[config.mk]
export PLATFORM = sky130hd
export DESIGN_NAME = bist_march_gen
export DESIGN_NICKNAME = d
export VERILOG_FILES = /design/src/rtl/bist_march_gen.sv
export SDC_FILE = /design/constraint.sdc
export NUM_CORES = 1
export LEC_CHECK = 0
export ABC_AREA = 1
export CORE_MARGIN = 2
export CORE_UTILIZATION = 67
export DETAILED_ROUTE_END_ITERATION = 8
export DONT_BUFFER_PORTS = 1
export GPL_TIMING_DRIVEN = 0
export PLACE_DENSITY = 0.82
export SLEW_MARGIN = 25
export SYNTH_ARGS = -nofsm -noshare
export SYNTH_HDL_FRONTEND = slang
export SYNTH_SLANG_ARGS = --single-unit
export TNS_END_PERCENT = 100
[constraint.sdc]
create_clock -name CE -period 4.6 [get_ports CE]
set_input_delay 1.15 -clock CE [delete_from_list [all_inputs] [get_ports CE]]
set_output_delay 1.15 -clock CE [all_outputs]
set_load 0.03 [all_outputs]
[src/rtl/bist_march_gen.sv]
// March C- pattern generator: walks six elements over the whole memory, driving address/data/strobe and expected read data.
// Latency: first op registered one edge after BIST_START; no gap between elements; DONE entered one edge after the last op.
// Backpressure: none; the run advances every cycle and BIST_START is ignored while running.
module bist_march_gen #(
    parameter int ADDR_W = 8,
    parameter int DATA_W = 8
) (
    input  logic              CE,
    input  logic              rst,
    input  logic              BIST_START,
    output logic              BIST_EN,
    output logic [2:0]        BIST_MODE,
    output logic              en,
    output logic [ADDR_W-1:0] ADDR,
    output logic [DATA_W-1:0] IDATA,
    output logic [DATA_W-1:0] ANSWER,
    output logic              BIST_DONE
);

    typedef enum logic [1:0] {S_IDLE, S_RUN, S_DONE} state_t;

    localparam logic [ADDR_W-1:0] ADDR_MAX = '1;

    state_t            state;
    logic              phase;      // 0 = read op, 1 = write op of a two-op element

    logic              cur_up, cur_two, last_addr, elem_end, run_end;
    logic [2:0]        nxt_mode;
    logic              nxt_up, nxt_two, nxt_phase, nxt_wr, nxt_pat;
    logic [ADDR_W-1:0] nxt_addr;

    function automatic logic is_up(input logic [2:0] m);
        return !(m == 3'd4 || m == 3'd5);
    endfunction

    function automatic logic is_two(input logic [2:0] m);
        return (m >= 3'd2) && (m <= 3'd5);
    endfunction

    always_comb begin
        cur_up    = is_up(BIST_MODE);
        cur_two   = is_two(BIST_MODE);
        // terminal address is compared explicitly, never detected by counter wrap
        last_addr = cur_up ? (ADDR == ADDR_MAX) : (ADDR == '0);
        elem_end  = last_addr && (!cur_two || phase);
        run_end   = elem_end && (BIST_MODE == 3'd6);
        nxt_mode  = elem_end ? BIST_MODE + 3'd1 : BIST_MODE;
        nxt_up    = is_up(nxt_mode);
        nxt_two   = is_two(nxt_mode);
        nxt_phase = !elem_end && cur_two && !phase;
        if (elem_end)
            nxt_addr = nxt_up ? '0 : ADDR_MAX;
        else if (cur_two && !phase)
            nxt_addr = ADDR;
        else
            nxt_addr = cur_up ? ADDR + 1'b1 : ADDR - 1'b1;
        nxt_wr    = (nxt_mode == 3'd1) || (nxt_two && nxt_phase);
        // elements 2/4 are r0,w1 and 3/5 are r1,w0; 1 and 6 use the zero pattern
        if (nxt_mode == 3'd2 || nxt_mode == 3'd4)
            nxt_pat = nxt_phase;
        else if (nxt_mode == 3'd3 || nxt_mode == 3'd5)
            nxt_pat = !nxt_phase;
        else
            nxt_pat = 1'b0;
    end

    always_ff @(posedge CE) begin
        if (rst) begin
            state     <= S_IDLE;
            phase     <= 1'b0;
            BIST_EN   <= 1'b0;
            BIST_MODE <= 3'd0;
            en        <= 1'b1;
            ADDR      <= '0;
            IDATA     <= '0;
            ANSWER    <= '0;
            BIST_DONE <= 1'b0;
        end else begin
            case (state)
                S_IDLE, S_DONE: begin
                    if (BIST_START) begin
                        state     <= S_RUN;
                        phase     <= 1'b0;
                        BIST_EN   <= 1'b1;
                        BIST_MODE <= 3'd1;
                        en        <= 1'b1;
                        ADDR      <= '0;
                        IDATA     <= '0;
                        BIST_DONE <= 1'b0;
                    end
                end
                S_RUN: begin
                    if (run_end) begin
                        // mode and address hold so the comparator's sticky flag survives
                        state     <= S_DONE;
                        BIST_EN   <= 1'b0;
                        en        <= 1'b1;
                        BIST_DONE <= 1'b1;
                    end else begin
                        BIST_MODE <= nxt_mode;
                        phase     <= nxt_phase;
                        ADDR      <= nxt_addr;
                        en        <= nxt_wr;
                        if (nxt_wr) begin
                            IDATA <= {DATA_W{nxt_pat}};
                        end else begin
                            IDATA  <= '0;
                            ANSWER <= {DATA_W{nxt_pat}};
                        end
                    end
                end
                default: state <= S_IDLE;
            endcase
        end
    end

endmodule

== Word-level counts from Yosys, hierarchy flattened ==
Index checks and enable logic that the tools add are counted.

* Add/sub/neg operators: 3
* Order comparisons: 4
* Equal/unequal tests: 15
* Mux-type cells: 30
* Bitwise logic cells: 2
* Reductions and logical operators: 28

{| class="wikitable"
|+ Operators by type and width
! operator !! number
|-
| $mux W8 || 8
|-
| $pmux W8 S2 || 2
|-
| $eq A3 B3 Y1 const B || 5
|-
| $mux W1 || 9
|-
| $mux W3 || 3
|-
| $reduce_and A3 Y1 || 3
|-
| $add A8 B1 Y8 const B || 1
|-
| $eq A8 B8 Y1 const B || 1
|-
| $logic_and A1 B1 Y1 || 8
|-
| $logic_not A8 Y1 || 1
|-
| $pmux W1 S2 || 4
|-
| $sub A8 B1 Y8 const B || 1
|-
| $eq A3 B2 Y1 const B || 2
|-
| $ge A3 B2 Y1 const B || 2
|-
| $le A3 B3 Y1 const B || 2
|-
| $logic_or A1 B1 Y1 || 6
|-
| $ne A2 B2 Y1 const B || 3
|-
| $pmux W3 S2 || 1
|-
| $logic_not A1 Y1 || 4
|-
| $mux W2 || 2
|-
| $pmux W2 S2 || 1
|-
| $reduce_and A2 Y1 || 2
|-
| $reduce_and A4 Y1 || 1
|-
| $add A3 B1 Y3 const B || 1
|-
| other kinds (8) || 9
|}

* Bits in registers: 26
* Bits of input ports: 3
* Output and inout port bits: 30
* Word-level logic and storage cells: 91

== Longest topological paths before layout ==
Gate-level depths: netlist of the first run.

* Word-level depth: 14
* Depth in mapped cells: 16
* Gate-level depth less buffers: 16

== Worst setup path after synthesis of the first run ==
No wires, ideal clock.

* Kind: reg2reg
* From: reg BIST_MODE[0]
* To: reg ADDR[5]
* Library setup time: 117 ps
* Arrival time: 2,519 ps
* Required time: 4,483 ps
* Path slack: 1,964 ps
* Stages on the path, launching flop included: 14
* Buffers on the path: 0
* Clock period less this slack: 2,636 ps
* Cell sequence: dfxtp_1 inv_1 ha_1 o21ai_2 inv_1 ha_1 nand3_1 nand3_1 a21oi_1 o21ai_0 xor2_1 nand2_1 nand3_1 o21ai_1

* Word-level cells in the longest chain between the ends: 12
* Elaborated cells on any way between the ends: 27
* Classes of those cells: 1 x add/sub; 2 x order compare; 7 x eq/ne; 8 x mux; 9 x reduce/logical

{| class="wikitable"
|+ RTL lines
! item !! RTL line !! RTL
|-
| from (decl) || 12 || <nowiki>output logic [2:0] BIST_MODE,</nowiki>
|-
| from (signal assigned) || 100 || <nowiki>BIST_MODE <= nxt_mode;</nowiki>
|-
| $ge A3 B2 Y1 / $le A3 B3 Y1 (equally long branches) || 37 || <nowiki>return (m >= 3'd2) && (m <= 3'd5);</nowiki>
|-
| $logic_and A1 B1 Y1 || 37 ||
|-
| $logic_not A1 Y1 || 45 || <nowiki>elem_end = last_addr && (!cur_two || phase);</nowiki>
|-
| $logic_or A1 B1 Y1 || 45 ||
|-
| $logic_and A1 B1 Y1 || 45 ||
|-
| $mux W3 || 47 || <nowiki>nxt_mode = elem_end ? BIST_MODE + 3'd1 : BIST_MODE;</nowiki>
|-
| $eq A3 B3 Y1 || 33 || <nowiki>return !(m == 3'd4 || m == 3'd5);</nowiki>
|-
| $logic_or A1 B1 Y1 || 33 ||
|-
| $mux W8 || 52 || <nowiki>nxt_addr = nxt_up ? '0 : ADDR_MAX;</nowiki>
|-
| $mux W8 || 51 || <nowiki>if (elem_end)</nowiki>
|-
| $mux W8 || 93 || <nowiki>if (run_end) begin</nowiki>
|-
| $pmux W8 S2 || 79 || <nowiki>case (state)</nowiki>
|-
| to (signal assigned) || 102 || <nowiki>ADDR <= nxt_addr;</nowiki>
|-
| to (decl) || 14 || <nowiki>output logic [ADDR_W-1:0] ADDR,</nowiki>
|}

Several ways; a longest one is shown, not always the timed one. The select of a mux whose other input is x is not followed.
A chain may end at the register's enable or synchronous reset.

== Worst setup path after layout of the first run ==
Ends and elaborated chain as after synthesis.

==> metrics, run 1 <==
HPWL after DPL 2445 µm; Vias/cell 5.433; Syn Nets 222; global route overflow 0; RD Place Congestion 0.9286; Fin Setup TNS 0 ps; max-cap violations 0; Die Ht 52.24 µm; CORE AREA 2212 µm²; status finished, final reports clean; crit start category flip-flop; Hold WS 509.1 ps; Tmin final 3049 ps; fin crit share 66.28%; buffers plus inverters on the worst setup path 2; via count 1,304; clk_skew 6.674 ps; clock-pin slew on the worst setup and hold paths 120 ps; PwrDens 204.4 nW/µm²; Post-synth EDFFs 0; largest family of logic cells by synthesized area simple AND/OR/NAND/NOR gates; # hold bufs at CTS 0; Tightest Pin Transition 582.8 ps; YS warnings 0; post_cts resized 0; prevailing post-synth register cell dfxtp_1; worst min-delay path endpoint state[1]; setup bufs post-CTS 0; H-tree depth 1; fraction of the mapped netlist area in adder cells 9.310%; Clock Path Buffers 2; Peak VDD IR 171.4 µV; GRT Total Usage 26.60%; Reg-to-Reg Start BIST_MODE[0]; endpoint class of the critical path flip-flop; Final ANT Viol Nets 0; synth-to-layout area growth 4.013%; relative slew slack 61.10%; Seq/Total Area, Yosys 24.40%; Clock Sinks 19; n_diodes 0; Die ar. 2729 µm²; crit path kind reg -> reg; Pleak 0.0007564 µW; number of synthesized register bits 19; die width 52.24 µm; CTS tree yes; DRC viols 0; Syn Area/Cell 7.495 µm²; # rows 17; Util after Layout 73.30%; Synth Area in Simple Gates 33.07%; Largest stage delay, worst path 710 ps; vias in the first global route 1,247; max-slew violation count 0; largest net degree at the start of global routing 12; fmax 328.0 MHz; CTS root buf clkbuf_4; hold depth 2; Hold Path Class reg -> reg; CP most frequent cell nand3_1; critical path, cell by cell inv_1 -> ha_1 -> o21ai_2 -> inv_1 -> ha_1 -> nand3_1 -> nand3_1 -> a21oi_1 -> o21ai_0 -> xor2_1 -> nand2_1 -> nand3_1 -> o21ai_1; r2r endpoint ADDR[5]; Final nets 227; DRT iter0 DRCs 26; RSZ-0062 raised after global routing false; Compound-Gate Fraction of Synth Area 13.96%; share of cells above drive strength 1 26.89%; multiplexer share of the synthesized area 0%; routed length per instance 13.04 µm; non-filler instance count after layout 240; later-pin clock latency in the skew report 300 ps; initial antenna violation count 0; Netlist cell types 39; Worst Path Required 4800 ps; Hold Fails Final Rpt 0; worst reg-to-reg setup slack 1550 ps; I/O pin total 33; global-route wire length before repair 5340 µm; DRT Wirelength 3129 µm; mapped cell area 1559 µm²; Synth Area in XOR/XNOR 3.371%; cell family with most CP delay flip-flops; hold_sp state[1]; CTS Buf Count 3; drt pass-1 iters 5; critical path peak fanout 7; Post-Place Cells 236; PortBufs 0; worst reg2reg path depth 13; Final setup viols 0; Initial Util 70.48%; Async S/R FF share, synth 0%; critical path data arrival time 3250 ps; cell count after synthesis 208; slowest stage cell, crit path dfxtp_1
==> state kept, by name, indices dropped and copies added, names as in the netlist <==
register	flops
BIST_DONE	1
en	1
IDATA	1
BIST_MODE	3
ADDR	8
state	2
ANSWER	1
phase	1
BIST_EN	1
==> area by class of cell <==
| class | instances | area, µm² |
|---|---|---|
| plain buffers | 16 | 120.1 |
| clock buffers | 3 | 22.52 |
| clock inverters | 1 | 5.005 |
| fillers | 188 | 590.6 |
| inverters | 31 | 127.6 |
| multi-input cells | 142 | 930.9 |
| flip-flops and latches | 19 | 380.4 |
| well taps | 28 | 35.03 |
==> Yosys cell counts (2+ instances only) <==
| cell type | count | share of area [%] |
|---|---|---|
| nor2_2 | 4 | 1.6 |
| buf_4 | 14 | 6.7 |
| inv_1 | 25 | 6.0 |
| a21oi_1 | 15 | 4.8 |
| ha_1 | 10 | 8.0 |
| nor2_1 | 11 | 2.6 |
| nand3_4 | 2 | 2.2 |
| inv_2 | 3 | 0.72 |
| nand4_1 | 2 | 0.80 |
| o21ai_1 | 2 | 0.64 |
| nand2_2 | 4 | 1.6 |
| nand3_2 | 3 | 1.9 |
| nand2_1 | 40 | 9.6 |
| nand2_4 | 5 | 3.6 |
| nand3_1 | 13 | 4.2 |
| o21ai_2 | 7 | 3.9 |
| o21ai_0 | 3 | 0.96 |
| dfxtp_1 | 19 | 24 |
| or2_2 | 2 | 0.80 |
| xnor2_1 | 2 | 1.1 |
| xor2_1 | 4 | 2.2 |
==> power by group <==
part | internal (µW) | switching [µW]
Combinational | 18.5 | 41.3
Sequential | 170 | 15.3
Clock | 32.4 | 54.1
==> worst max-delay path by stage <==
stage	cells after the start	slack [ps]	startpoint	end
after floorplan	13	1960	BIST_MODE[0]	ADDR[5]
after global placement	13	1660	BIST_MODE[0]	ADDR[5]
after detailed placement	13	1610	BIST_MODE[0]	ADDR[5]
after CTS	13	1580	BIST_MODE[0]	ADDR[5]
after global routing	13	1290	BIST_MODE[0]	ADDR[5]
final	13	1550	BIST_MODE[0]	ADDR[5]
==> tightest hold or removal path: cells and delay by family, from the launching register on <==
kind               cells  cell delay (ps)
DFF                    1              330
AOI/OAI and AO/OA      1               60
and+or+nand+nor        1               80
==> layer usage <==
metal / GRT usage [%] / share of wire (%) / vias up
li1: - / - / 660
met1: 33.51 / 46 / 597
met2: 45.36 / 46 / 41
met3: 4.571 / 6.0 / 6
met4: 9.829 / 1.4 / 0
met5: 0 / 0 / -
==> cells in the final DEF, fill, tap and decap left out, types with 2 or more instances in the layout <==
cell type	instances
o21ai_2	7
nand3_1	13
xor2_1	4
nor2_2	4
nand3_2	3
clkbuf_4	3
dfxtp_1	19
nand4_1	2
inv_2	3
o21ai_0	3
nor2_1	11
or2_2	2
nand2_1	40
xnor2_1	2
o21ai_1	2
a21oi_1	15
nand2_4	5
ha_1	10
clkinv_2	2
nand3_4	2
nand2_2	4
buf_4	14
inv_1	25
==> through the flow <==
step | setup WS [ps] | cell area (µm²) | power (µW)
after floorplan | 1964 | 1559 | 238.9
after CTS | 1575 | 1622 | 336.2
after global placement | 1656 | 1594 | 246.3
final | 1551 | 1622 | 331.5
after detailed placement | 1606 | 1594 | 248.5
after global routing | 1293 | 1622 | 349.1
==> kinds of logic (layout without fill, tap and decap cells) <==
logic type	Yosys count	after routing
flip-flops	19	19
AND/OR/NAND/NOR	92	92
buffers and inverters	47	51
adder cells (fa/ha/maj)	11	11
XOR/XNOR	6	6
AO/OA/AOI/OAI	33	33
Note: power is estimated with default switching activity, not from simulation.
==> run 2: changes to the inputs <==
--- a/config.mk
+++ b/config.mk
@@ -7,11 +7,11 @@
 export LEC_CHECK = 0
 export ABC_AREA = 1
 export CORE_MARGIN = 2
-export CORE_UTILIZATION = 67
+export CORE_UTILIZATION = 57
 export DETAILED_ROUTE_END_ITERATION = 8
 export DONT_BUFFER_PORTS = 1
 export GPL_TIMING_DRIVEN = 0
-export PLACE_DENSITY = 0.82
+export PLACE_DENSITY = 0.74
 export SLEW_MARGIN = 25
 export SYNTH_ARGS = -nofsm -noshare
 export SYNTH_HDL_FRONTEND = slang
==> constraint.sdc (replaced) <==
create_clock -name CE -period 2.7 [get_ports CE]
set_input_delay 0.675 -clock CE [delete_from_list [all_inputs] [get_ports CE]]
set_output_delay 0.675 -clock CE [all_outputs]
set_load 0.03 [all_outputs]
==> metrics, run 2 (synthesis results as in run 1) <==
critical path data arrival time 2730 ps (-520 ps); largest net degree at the start of global routing 12 (unchanged); Peak VDD IR 311.5 µV (+82%); sw frac 34.75% (+1.4 points); CORE AREA 2545 µm² (+15%); Tightest Pin Transition 539.6 ps (-43.18 ps); share of cells above drive strength 1 29.25% (+2.4 points); CTS tree yes; endpoint class of the critical path flip-flop; RD Place Congestion 0.8546 (-8.0%); later-pin clock latency in the skew report 320 ps (+20 ps); RSZ-0062 raised after global routing false; Tmin final 2518 ps (-530.8 ps); max reg flops 8 (unchanged); relative slew slack 63.98% (+2.9 points); crit path kind reg -> reg; DRC viols 0 (unchanged); Comb pwr share 18.3% (+0.3 points); biggest regs ADDR x8, BIST_MODE x3, state x2; via count 1,343 (+3.0%); setup bufs post-CTS 0 (unchanged); drt pass-1 iters 4 (-1); Setup WS pre-CTS -319.7 ps (-1926 ps); Pleak 0.0007603 µW (+0.52%); Initial Util 61.26% (-9.2 points); Clk pwr share 27.1% (+1.0 points); crit start category flip-flop; Int Power 376.3 µW (+70%); Clock Sinks 19 (unchanged); initial antenna violation count 0 (unchanged); # rows 18 (+1); NetSw 200.4 µW (+81%); GRT Total Usage 20.85% (-5.8 points); status finished, final reports clean; commonest non-fill, non-tap cell in the layout nand2_1; Post-Place Cells 238 (+0.85%); global route overflow 0 (unchanged); DRT Wirelength 3333 µm (+6.5%); vias in the first global route 1,171 (-6.1%); final-layout fill cell count 223 (+19%); Final nets 227 (unchanged); critical path peak fanout 7 (unchanged); max-slew violation count 0 (unchanged); most frequent cells in the layout 40 x nand2_1, 24 x inv_1, 17 x dfxtp_1; fin crit share 93.26% (+27 points); Final ANT Viol Nets 0 (unchanged); n_diodes 0 (unchanged); Die ar. 3169 µm² (+16%); CTS Buf Count 3 (unchanged); worst reg2reg path depth 13 (unchanged); routed length per instance 13.77 µm (+5.6%); HPWL after DPL 2524 µm (+3.2%); Hold Fails Final Rpt 0 (unchanged); Vias/cell 5.550 (+2.1%); fmax 397.1 MHz (+21%); DRT iter0 DRCs 54 (+110%); hold_sp state[1]; clock-pin slew on the worst setup and hold paths 120 ps (about the same); max-cap violations 0 (unchanged); Most flops, register ADDR; non-filler instance count after layout 242 (+0.83%); PnR worst setup slack 182.0 ps (-1369 ps); PortBufs 0 (unchanged); synth-to-layout area growth 6.260%; die width 56.30 µm (+7.8%); Worst Setup SP BIST_MODE[0]; hold depth 2 (unchanged); Worst Path Required 2920 ps (-1880 ps); Sequential Power Share 54.6% (-1.3 points); clk_skew 7.819 ps (+1.145 ps); Hold Path Class reg -> reg; global-route wire length before repair 5209 µm (-2.5%); CTS root buf clkbuf_4; PwrDens 348.1 nW/µm² (+70%); Reg-to-Reg Start BIST_MODE[0]; Clock Path Buffers 2 (unchanged); Die Ht 56.30 µm (+7.8%); Final setup viols 0 (unchanged); H-tree depth 1 (unchanged); I/O pin total 33 (unchanged)
## run 2: final timing paths
check             slack, ps        to
setup / recovery        180   ADDR[7]
hold reg to reg         510  state[1]
setup reg to reg        180   ADDR[7]
hold / removal          510  state[1]
## run 2: cell type report
type | count | area (µm²) | area share (%)
Tap cell | 30 | 37.54 | 2.266
Clock inverter | 1 | 5.005 | 0.3021
Multi-Input combinational cell | 142 | 955.9 | 57.70
Inverter | 31 | 127.6 | 7.704
Clock buffer | 3 | 22.52 | 1.360
Buffer | 16 | 120.1 | 7.251
Sequential cell | 19 | 387.9 | 23.41
## run 2: layer usage
layer	up-vias	wire length, µm	part of all wire [%]	global-route usage [%]
li1	661	-	-	-
met1	609	1410	42	28.31
met2	66	1561	47	32.44
met3	7	307	9.2	4.839
met4	0	54	1.6	7.143
met5	-	0	0	0
## run 2: worst max-delay path, stage by stage (launching register included)
cell and delay [ps]:
dfxtp_4 480, inv_1 130, ha_1 260, o21ai_4 220
inv_2 120, ha_1 330, inv_1 80, nor4_1 300
nand2_1 90, nand2_1 90, xnor2_1 110, nand2_1 60
nand3_1 70, o21ai_1 60
## run 2: through the flow
stage | hold WS [ps] | power [µW] | setup TNS (ps) | instance area (µm²) | util, %
2_1_floorplan | 472.6 | 407.1 | 0 | 1559 | -
3_3_place_gp | 483.8 | 420.6 | -702.8 | 1597 | 62.73
3_5_place_dp | 490.2 | 424.6 | -966.0 | 1597 | 62.73
4_1_cts | 509.7 | 579.3 | 0 | 1629 | 64.01
5_1_grt | 528.7 | 600.9 | 0 | 1657 | 65.09
6_report | 506.3 | 576.6 | 0 | 1657 | 65.09
## run 2: power groups by stage
stage               combinational [µW]  clock, µW  sequential [µW]
detailed placement                 102          0              322
finish                             105        156              315
global route                       113        171              317
CTS                                103        160              316
global placement                  99.1          0              321
floorplan                         88.3          0              319
## run 2: what timing repair did
| item | CTS | global route |
|---|---|---|
| setup endpoints to repair | 4 | 4 |
| hold endpoints to repair | 0 | 0 |
| gates resized for setup | 3 | 5 |
| cloned | 0 | 0 |
| hold buffers | 0 | 0 |
